### config.mk
export PLATFORM = sky130hd
export DESIGN_NAME = ps2_kbd_ctrl
export DESIGN_NICKNAME = d
export VERILOG_FILES = /design/src/rtl/ps2_kbd_ctrl.sv
export SDC_FILE = /design/constraint.sdc
export NUM_CORES = 1
export LEC_CHECK = 0
export BUFFER_PORTS_ARGS = -buffer_cell sky130_fd_sc_hd__buf_2
export CAP_MARGIN = 20
export CORE_MARGIN = 3
export CORE_UTILIZATION = 50
export CTS_CLUSTER_SIZE = 20
export DETAILED_ROUTE_END_ITERATION = 6
export PLACE_DENSITY = 0.77
export SETUP_SLACK_MARGIN = 0.5
export SYNTH_ARGS = -nofsm -noshare
export SYNTH_HDL_FRONTEND = slang
export SYNTH_SLANG_ARGS = --single-unit
### constraint.sdc
create_clock -name clk -period 3.65 [get_ports clk]
set_input_delay 0.5475 -clock clk [delete_from_list [all_inputs] [get_ports clk]]
set_output_delay 0.5475 -clock clk [all_outputs]
set_load 0.01 [all_outputs]
### src/rtl/ps2_kbd_ctrl.sv
// PS/2 keyboard receiver with a scan-code byte FIFO and a make/break parser.
// Drives an external combinational scan-code-to-ASCII table and reports the held key.
module ps2_kbd_ctrl #(
  parameter int FIFO_DEPTH = 8,
  parameter int CNT_W      = 8
) (
  input  logic             clk,
  input  logic             clrn,
  input  logic             ps2_clk,
  input  logic             ps2_data,
  input  logic             pause,
  output logic [7:0]       lut_code,
  input  logic [7:0]       lut_ascii,
  output logic             key_valid,
  output logic [7:0]       key_code,
  output logic [7:0]       key_ascii,
  output logic [CNT_W-1:0] key_cnt,
  output logic             overflow,
  output logic             err
);

  localparam int AW = $clog2(FIFO_DEPTH);

  localparam logic [1:0] ST_IDLE = 2'd0;
  localparam logic [1:0] ST_HELD = 2'd1;
  localparam logic [1:0] ST_BRK  = 2'd2;

  localparam logic [7:0] CODE_EXT = 8'hE0;
  localparam logic [7:0] CODE_BRK = 8'hF0;

  logic [2:0]  r_sync;
  logic [9:0]  r_shift;
  logic [3:0]  r_cnt;
  logic [AW:0] r_wr_ptr;
  logic [AW:0] r_rd_ptr;
  logic [7:0]  r_mem [FIFO_DEPTH];
  logic [1:0]  r_state;

  logic       w_fall;
  logic       w_frame_end;
  logic       w_frame_ok;
  logic [7:0] w_rx_byte;
  logic       w_empty;
  logic       w_full;
  logic       w_pop;
  logic       w_wr_en;
  logic       w_drop;
  logic [7:0] w_head;

  // ---------------------------------------------------------------------------
  // ps2_clk synchroniser and falling-edge detect on the two oldest stages
  // ---------------------------------------------------------------------------
  // NOTE: sequential state uses non-blocking assignments so every flop samples
  // the pre-edge value of its neighbours, which is what makes the shift chain work.
  always_ff @(posedge clk or negedge clrn) begin
    if (!clrn) r_sync <= '0;
    else       r_sync <= {r_sync[1:0], ps2_clk};
  end

  assign w_fall = r_sync[2] & ~r_sync[1];

  // ---------------------------------------------------------------------------
  // Frame receiver: start, 8 data LSB first, parity, then stop checked live
  // ---------------------------------------------------------------------------
  assign w_frame_end = w_fall && (r_cnt == 4'd10);
  assign w_rx_byte   = r_shift[8:1];
  assign w_frame_ok  = w_frame_end && !r_shift[0] && ps2_data && (^r_shift[9:1]);

  always_ff @(posedge clk or negedge clrn) begin
    if (!clrn) begin
      r_shift <= '0;
      r_cnt   <= '0;
      err     <= 1'b0;
    end else begin
      err <= w_frame_end && !w_frame_ok;
      if (w_fall) begin
        if (r_cnt == 4'd10) begin
          r_cnt <= '0;
        end else begin
          r_shift <= {ps2_data, r_shift[9:1]};
          r_cnt   <= r_cnt + 4'd1;
        end
      end
    end
  end

  // ---------------------------------------------------------------------------
  // Byte FIFO; the extra pointer bit separates full from empty
  // ---------------------------------------------------------------------------
  assign w_empty = (r_wr_ptr == r_rd_ptr);
  assign w_full  = (r_wr_ptr[AW] != r_rd_ptr[AW]) &&
                   (r_wr_ptr[AW-1:0] == r_rd_ptr[AW-1:0]);
  assign w_pop   = !w_empty && !pause;
  assign w_wr_en = w_frame_ok && (!w_full || w_pop);
  assign w_drop  = w_frame_ok && w_full && !w_pop;
  assign w_head  = r_mem[r_rd_ptr[AW-1:0]];

  assign lut_code = w_empty ? 8'h00 : w_head;

  always_ff @(posedge clk or negedge clrn) begin
    if (!clrn) begin
      r_wr_ptr <= '0;
      r_rd_ptr <= '0;
      overflow <= 1'b0;
    end else begin
      if (w_wr_en) r_wr_ptr <= r_wr_ptr + (AW+1)'(1);
      if (w_pop)   r_rd_ptr <= r_rd_ptr + (AW+1)'(1);
      if (w_drop)  overflow <= 1'b1;
    end
  end

  // NOTE: storage has no reset; the pointers define which entries are valid,
  // so clearing the array would only cost reset fan-out.
  always_ff @(posedge clk) begin
    if (w_wr_en) r_mem[r_wr_ptr[AW-1:0]] <= w_rx_byte;
  end

  // ---------------------------------------------------------------------------
  // Make/break parser, advancing once per popped byte
  // ---------------------------------------------------------------------------
  always_ff @(posedge clk or negedge clrn) begin
    if (!clrn) begin
      r_state   <= ST_IDLE;
      key_valid <= 1'b0;
      key_code  <= '0;
      key_ascii <= '0;
      key_cnt   <= '0;
    end else if (w_pop) begin
      case (r_state)
        ST_IDLE: begin
          if (w_head == CODE_BRK) begin
            r_state <= ST_BRK;
          end else if (w_head != CODE_EXT) begin
            key_code  <= w_head;
            key_ascii <= lut_ascii;
            key_valid <= 1'b1;
            key_cnt   <= key_cnt + CNT_W'(1);
            r_state   <= ST_HELD;
          end
        end
        ST_HELD: begin
          if (w_head == CODE_BRK) begin
            r_state <= ST_BRK;
          end else if (w_head != CODE_EXT && w_head != key_code) begin
            key_code  <= w_head;
            key_ascii <= lut_ascii;
            key_cnt   <= key_cnt + CNT_W'(1);
          end
        end
        ST_BRK: begin
          // Release ends on the first non-prefix byte, whichever key it names.
          if (w_head != CODE_EXT) begin
            key_valid <= 1'b0;
            r_state   <= ST_IDLE;
          end
        end
        default: r_state <= ST_IDLE;
      endcase
    end
  end

endmodule
Word level (Yosys, flattened, before mapping)
Memory sizes are Yosys's and may differ from the RTL's. Index checks and enable logic that the tools add are counted.

Bitwise gates (word level): 3. Multiplexer cells: 28. Div/mod/pow operators: 0. Add/subtract/negate cells: 4. Shift-type cells: 0. Reduce and logical (&&, ||, !) cells: 26. Magnitude comparators: 0. Eq/ne operators: 16. Multiply operators: 0.

Operators by type and width (count): 8-bit 2-to-1 mux (13); 8-bit one-hot mux with 2 select lines (3); 4-bit by 1-bit adder with 4-bit output (second input constant) (3); 2-bit != test (second input constant) (6); 1-bit logical AND (11); 9-bit XOR reduction (1); 8-bit by 1-bit adder with 8-bit output (second input constant) (1); 8-bit == test (second input constant) (1); 2-bit 2-to-1 mux (4); 8-bit != test (1); 8-bit != test (second input constant) (1); 1-bit logical NOT (6); 2-bit one-hot mux with 3 select lines (1); 6-bit AND reduction (1); 1-bit 2-to-1 mux (5); 5-bit AND reduction (1); 4-bit == test (1); 4-bit == test (second input constant) (1); 4-bit 2-to-1 mux (1); 4-bit AND reduction (1); 2-bit nonzero test (2); 3-bit == test (1); 3-bit != test (second input constant) (1); 2-bit by 1-bit == test with 1-bit output (second input constant) (1); other kinds (8) (9).

ROM bits: 0. Memories: 1. Output and inout port bits: 35. Bits in registers: 54. Bits in latches: 0. Word-level logic and storage cells: 90. Bits in writable memories: 64.

Memories: r_mem (depth 8, width 8, rd ports 1, clocked after Yosys merged registers in 0, wr ports 1, RTL line 36) `logic [7:0] r_mem [FIFO_DEPTH];`.

Logic depth before layout (Yosys ltp)
Gate-level depths: netlist of the first run.

Word-level depth: 9. Depth in mapped cells: 11. Gate-level depth less buffers: 7.

Worst setup path after synthesis of the first run
OpenSTA, ideal clock, no wires.

Path kind: flip-flop to flip-flop. From: reg r_shift[3]. To: mem r_mem[4][0] (enable). Data required time: 3.265 ns. Buffers on the path: 0. Slack: 0.578 ns. Arrival time: 2.687 ns. Cell stages (with the launch flop): 8. Clock period less this slack: 3.072 ns. Path through: dfrtp_1 -> xnor2_1 -> xnor3_1 -> xnor2_1 -> nor4_1 -> nor2b_1 -> nand2b_1 -> nor3b_1.

Cells in the longest elaborated chain, start to end: 5.

RTL lines: start: declaration (RTL line 32) `logic [9:0] r_shift;`; start signal: assignment (RTL line 80) `r_shift <= {ps2_data, r_shift[9:1]};`; 9-bit XOR reduction (RTL line 67) `assign w_frame_ok = w_frame_end && !r_shift[0] && ps2_data && (^r_shift[9:1]);`; 1-bit logical AND (RTL line 67); 1-bit logical AND (RTL line 94) `assign w_wr_en = w_frame_ok && (!w_full || w_pop);`; 1-bit 2-to-1 mux (RTL line 115) `if (w_wr_en) r_mem[r_wr_ptr[AW-1:0]] <= w_rx_byte;`; 1-bit 2-to-1 mux (implied by the code) (RTL line 115); end: declaration (RTL line 36).

Every way passes these cells.

Final worst setup path of the first run
From: reg r_rd_ptr[1]. To: reg key_cnt[1].

Cells in the longest elaborated chain, start to end: 5. Elaborated cells between the ends (all ways): 13.

RTL lines: start: declaration (RTL line 35) `logic [AW:0] r_rd_ptr;`; start signal: assignment (RTL line 107) `if (w_pop) r_rd_ptr <= r_rd_ptr + (AW+1)'(1);`; memory read 8 x 8 bit; 8-bit != test (on tied branches) (RTL line 133, 144); 1-bit logical AND (RTL line 144) `end else if (w_head != CODE_EXT && w_head != key_code) begin`; 2-bit != test (no source line); 6-bit AND reduction (no source line) *; end signal: assignment (RTL line 137) `key_cnt <= key_cnt + CNT_W'(1);`; end signal: assignment (RTL line 147) `key_cnt <= key_cnt + CNT_W'(1);`; end: declaration (RTL line 17) `output logic [CNT_W-1:0] key_cnt,`.

Every way passes the cells marked *; elsewhere a longest branch is shown, timed or not. A chain may end at the register's enable or synchronous reset.

==> out/metrics.yaml, run 1 <==
syn_avg_cell_area_um2: 15.27
max_stage_delay_ns: 0.53
synthesis.instances: 334
post-route-period-util: 0.8037
critPathKind: "reg2reg"
yosysTopAreaCellShare: 0.3769
yosysSeqAreaShare: 0.6420
r2r_setup_slack_ns: 0.72
async_reset_ff_frac: 0.4576
clk_latency_ns: 0.52
track_usage: 0.1925
antenna_left: 0
first_global_vias: 3048
clockRootBuffer: "clkbuf_8"
ff_latch_area_um2: 3276
dr.first_iter.drc_count: 262
clock.fmax_ghz: 0.3409
grt_max_degree: 31
routed.top_layer: "met4"
pre_cts_slack_ns: 0.6092
synth.distinct_cells: 49
power.density_nw_per_um2: 928.6
drive_gt1_frac: 0.3454
cts_inserted_buffers: 17
synth-main-ff-cell: "edfxtp_1"
rows: 36
synth_area_leaders: "edfxtp_1, dfrtp_1, mux4_2"
post-route-drc-count: 0
rsz0062_at_grt: "no"
wl_met2_um: 5040
min_period_ns: 2.934
cts_resized: 0
port_buffers: 47
cts.sinks: 118
syn_nets: 350
cp_max_fo: 20
num-fill-cells: 707
yosys.cell_count.top_type: "edfxtp_1"
vias: 3076
crit_chain: "buf_4, mux4_2, mux2i_1, xnor2_1, nor4_1, a31oi_2, buf_4, mux2_4"
critPathTopFamily: "multiplexers"
path_common_cell: "buf_4"
hold_viol: 0
die_y_um: 107.0
top_level_ports: 48
drv_cap: 0
grt_pass1_wl_um: 16370
min_path_type: "in2async"
area_delta_synth_final_pct: 21.77
report.final.slew_viol_count: 0
worstPathRequired_ns: 4.05
htree_levels: 4
dp_hpwl_um: 6788
clk_pin_slew_ns: 0.06
die_area_um2: 11440
synth_area_leader_cell: "edfxtp_1"
cp.buffers_inverters: 2
ctsHoldBuffers: 0
multi_input_area_um2: 1760
post_cts_buffers: 0
core-area_um2: 9864
initial_core_util: 0.5169
tightest_slew_ns: 0.7995
arrival_ns: 3.33
fin_tns_setup_ns: 0
cts_tree: "yes"
p_leak_uw: 0.002448
relSlewSlack: 0.4650
cp_slowest_cell: "mux4_2"
drtPass1Iterations: 5
cp-start-kind: "flip-flop"
ys_seq_elements: 118
met3WireLength_um: 566
drt-met1-wl_um: 4320
antenna_found_initial: 0
nets: 417
routed_wl_um: 10130
status: "finished, final reports clean"
worstSetupEndpointType: "flip-flop"
synth_common_cells: "edfxtp_1, dfrtp_1, nand2_1"
setup_viol: 0
gr-total-overflow: 0
die_w_um: 107.0
syn-cell-area_um2: 5099
ir_drop_mv: 0.5437
timing.final.ws_setup_ns: 0.7164
antenna_cells: 0
clockBufferDepth: 2
synth_edf_count: 64
routabilityCongestion: 0.8485
finalClockSkew_ns: 0.009530
routed_via_density: 5.623
yosysWarningCount: 0
routedWlPerCell_um: 18.53
## stage by stage
step	instances	area (µm²)	total power (µW)	hold WS, ns	utilization
CTS	547	6197	5798	0.08145	0.6282
floorplan	334	5099	3429	0.2519	-
detailed placement	515	5559	3981	0.3378	0.5635
global placement	515	5559	3921	0.3323	0.5635
finish	547	6208	5765	0.08801	0.6294
global route	547	6208	6090	0.1097	0.6294
## power by group
group,leakage [µW],switching (µW),total [µW],internal (µW)
Combinational,0.000922,854,1810,954
Sequential,0.00123,412,2180,1770
Clock,0.000299,597,1780,1180
## sequential cells by signal, summed over array words and instances (netlist names)
signal / count
err: 1
key_ascii: 8
key_cnt: 8
key_code: 8
key_valid: 1
overflow: 1
r_cnt: 4
r_mem: 64
r_rd_ptr: 4
r_shift: 10
r_state: 2
r_sync: 3
r_wr_ptr: 4
## per-layer routing
metal	track usage	vias to the layer above
li1	-	1403
met5	0	-
met1	0.2557	1533
met3	0.05298	21
met2	0.3026	119
met4	0.07763	0
## placed cells by master, fill, tap and decap left out, drive strengths merged, types with 4 or more instances in the layout
cell type  netlist  routed
clkinvlp         0       4
dfrtp           54      54
nand2           21      21
xnor2           20      20
bufinv           0       5
xor2            10      10
nor3b            5       5
mux4            14      14
edfxtp          64      64
inv              2       5
clkbuf           4      17
nor4             5       5
nor3             8       8
nand2b           5       5
mux2            27      27
buf             10      62
nand4            5       5
o21ai           10      10
mux2i            6       6
nor2            19      19
nor2b            4       4
## final timing paths
check | start | endpoint | cells after the start
worst max-delay path | r_rd_ptr[1] | key_cnt[1] | 8
max in group asynchronous | clrn | err | 2
worst min-delay path | clrn | key_cnt[4] | 1
worst max register to register | r_rd_ptr[1] | key_cnt[1] | 8
worst min register to register | r_sync[0] | r_sync[1] | 0
min in group clk | ps2_clk | r_sync[0] | 1
## final cells by class
type | instances | share of cell area
clock inverter | 15 | 0.03607
timing repair buffer | 62 | 0.05804
tap | 133 | 0.02680
clock buffer | 17 | 0.06671
multi-input combinational | 200 | 0.2836
sequential | 118 | 0.5276
inverter | 2 | 0.001209
## cells by family (layout without fill, tap and decap cells)
logic type | Yosys count | count (layout) | share of synthesized area
AOI/OAI and AO/OA | 29 | 29 | 0.03632
xor gates and xnor gates | 31 | 31 | 0.05595
adders and majority gates | 3 | 3 | 0.007363
buffers and inverters | 16 | 96 | 0.01693
DFF | 118 | 118 | 0.6420
muxes | 47 | 47 | 0.1448
and+or+nand+nor | 90 | 90 | 0.09669
## worst reg2reg max path, delay by kind of cell, from the launching register on
family	cells	cell delay, ns
multiplexers	3	1.16
buffers and inverters	2	0.55
flip-flops	1	0.52
AND/OR/NAND/NOR	1	0.31
AO/OA/AOI/OAI	1	0.17
XOR/XNOR	1	0.11
Note: power is estimated with default switching activity, not from simulation.
==> inputs of run 2 (changes only) <==
- clock period: 3.65 -> 2.9 ns (I/O delays scaled with it)
==> out/metrics.yaml, run 2 (synthesis gave the netlist of run 1 again) <==
min_path_type: "in2reg"  # was in2async
vias: 3308  # was 3076
p_leak_uw: 0.002766  # was 0.002448 µW
die_area_um2: 11440  # unchanged
htree_levels: 4  # unchanged
drive_gt1_frac: 0.4902  # was 0.3454
track_usage: 0.2050  # was 0.1925
grt_max_degree: 25  # was 31
status: "finished, final reports clean"  # unchanged
port_buffers: 47  # unchanged
routed_wl_um: 11680  # was 10130 µm
clock.fmax_ghz: 0.3821  # was 0.3409 GHz
dp_hpwl_um: 7052  # was 6788 µm
design_area_um2: 6927  # was 6208 µm²
gr-total-overflow: 0  # unchanged
hold_viol: 0  # unchanged
drv_cap: 0  # unchanged
clockRootBuffer: "clkbuf_8"  # unchanged
cts_tree: "yes"  # unchanged
dr.first_iter.drc_count: 251  # was 262
antenna_left: 0  # unchanged
cts.sinks: 118  # unchanged
clk_latency_ns: 0.51  # was 0.52 ns
post-route-drc-count: 0  # unchanged
antenna_found_initial: 0  # unchanged
core-area_um2: 9864  # unchanged
die_w_um: 107.0  # unchanged
layout_commonest_cell: "edfxtp_1"  # unchanged
report.final.slew_viol_count: 0  # unchanged
timing.final.ws_setup_ns: 0.2830  # was 0.7164 ns
post-route-period-util: 0.9024  # was 0.8037
routabilityCongestion: 0.8696  # was 0.8485
min_period_ns: 2.617  # was 2.934 ns
setup_viol: 0  # unchanged
cts_inserted_buffers: 17  # unchanged
critPathKind: "reg2reg"  # unchanged
clk_pin_slew_ns: 0.06  # about the same
rsz0062_at_grt: "yes"  # was no
first_global_vias: 3371  # was 3048
die_y_um: 107.0  # unchanged
cp_max_fo: 20  # unchanged
power.density_nw_per_um2: 1143  # was 928.6 nW/µm²
worstPathRequired_ns: 3.29  # was 4.05 ns
area_delta_synth_final_pct: 35.85  # was 21.77%
fin_tns_setup_ns: 0  # unchanged
routedWlPerCell_um: 19.67  # was 18.53 µm
relSlewSlack: 0.4889  # was 0.4650
worstSetupEndpointType: "flip-flop"  # unchanged
grt_pass1_wl_um: 17510  # was 16370 µm
pre_cts_slack_ns: 0.2208  # was 0.6092 ns
clockBufferDepth: 2  # unchanged
rows: 36  # unchanged
final_cell_mix: "edfxtp_1, dfrtp_1, buf_2"  # unchanged
whs_ns: 0.02985  # was 0.08801 ns
arrival_ns: 3.01  # was 3.33 ns
antenna_cells: 0  # unchanged
cp-start-kind: "flip-flop"  # unchanged
routed_via_density: 5.569  # was 5.623
drtPass1Iterations: 5  # unchanged
tightest_slew_ns: 0.7638  # was 0.7995 ns
nets: 464  # was 417
largest_register_ffs: 64  # unchanged
top_level_ports: 48  # unchanged
total_power_uw: 7916  # was 5765 µW
finalClockSkew_ns: 0.008233  # was 0.009530 ns
ir_drop_mv: 0.6204  # was 0.5437 mV
initial_core_util: 0.5169  # unchanged
dpl_cell_area_um2: 5733  # was 5559 µm²
-- run 2: final timing paths --
path	from	endpoint	slack, ns	cells past startpoint
hold / removal	ps2_clk	r_sync[0]	0.03	1
min in group asynchronous	clrn	key_code[3]	0.46	2
setup reg to reg	r_rd_ptr[1]	key_cnt[1]	0.28	8
setup / recovery	r_rd_ptr[1]	key_cnt[1]	0.28	8
max in group asynchronous	clrn	r_shift[3]	1.75	3
hold reg to reg	r_sync[0]	r_sync[1]	0.35	0
-- run 2: cell type report --
type / instances / area (µm²)
fill: 595 / 2938
clock buffer: 21 / 481.7
timing repair buffer: 108 / 850.8
sequential: 118 / 3279
inverter: 2 / 7.507
multi-input combinational: 201 / 2046
clock inverter: 11 / 95.09
tap: 133 / 166.4
-- run 2: where the power goes --
part | switching [µW] | total, µW | internal [µW]
clock network | 724 | 1980 | 1260
registers | 344 | 2580 | 2230
logic | 1600 | 3360 | 1760
-- run 2: metrics by stage --
stage / instances / util
6_report: 594 / 0.7022
2_1_floorplan: 334 / -
3_3_place_gp: 521 / 0.5812
5_1_grt: 594 / 0.7022
4_1_cts: 575 / 0.6698
3_5_place_dp: 521 / 0.5812
-- run 2: metal layers --
metal  GRT usage  wire length [µm]  part of all wire
met5           0                 0                 0
met4     0.07671               317             0.027
met3     0.05418               642             0.055
met2      0.3368              5974              0.51
met1      0.2630              4748              0.41
-- run 2: repair_timing --
| action | 4_1_cts | 5_1_grt |
|---|---|---|
| buffers inserted | 20 | 16 |
| gates cloned | 1 | 3 |
| hold buffers | 1 | 0 |
| resized for setup | 16 | 33 |
| hold endpoints to repair | 22 | 0 |
| pin swaps | 10 | 10 |
| endpoints found under the setup margin | 94 | 97 |
-- run 2: worst max-delay path, cell delays in order, from the launching register on --
cell	delay, ns
dfrtp_2	0.45
buf_4	0.15
bufbuf_16	0.27
and4_1	0.15
o32ai_1	0.59
o31ai_4	0.15
a31oi_2	0.22
buf_12	0.20
mux2_4	0.30
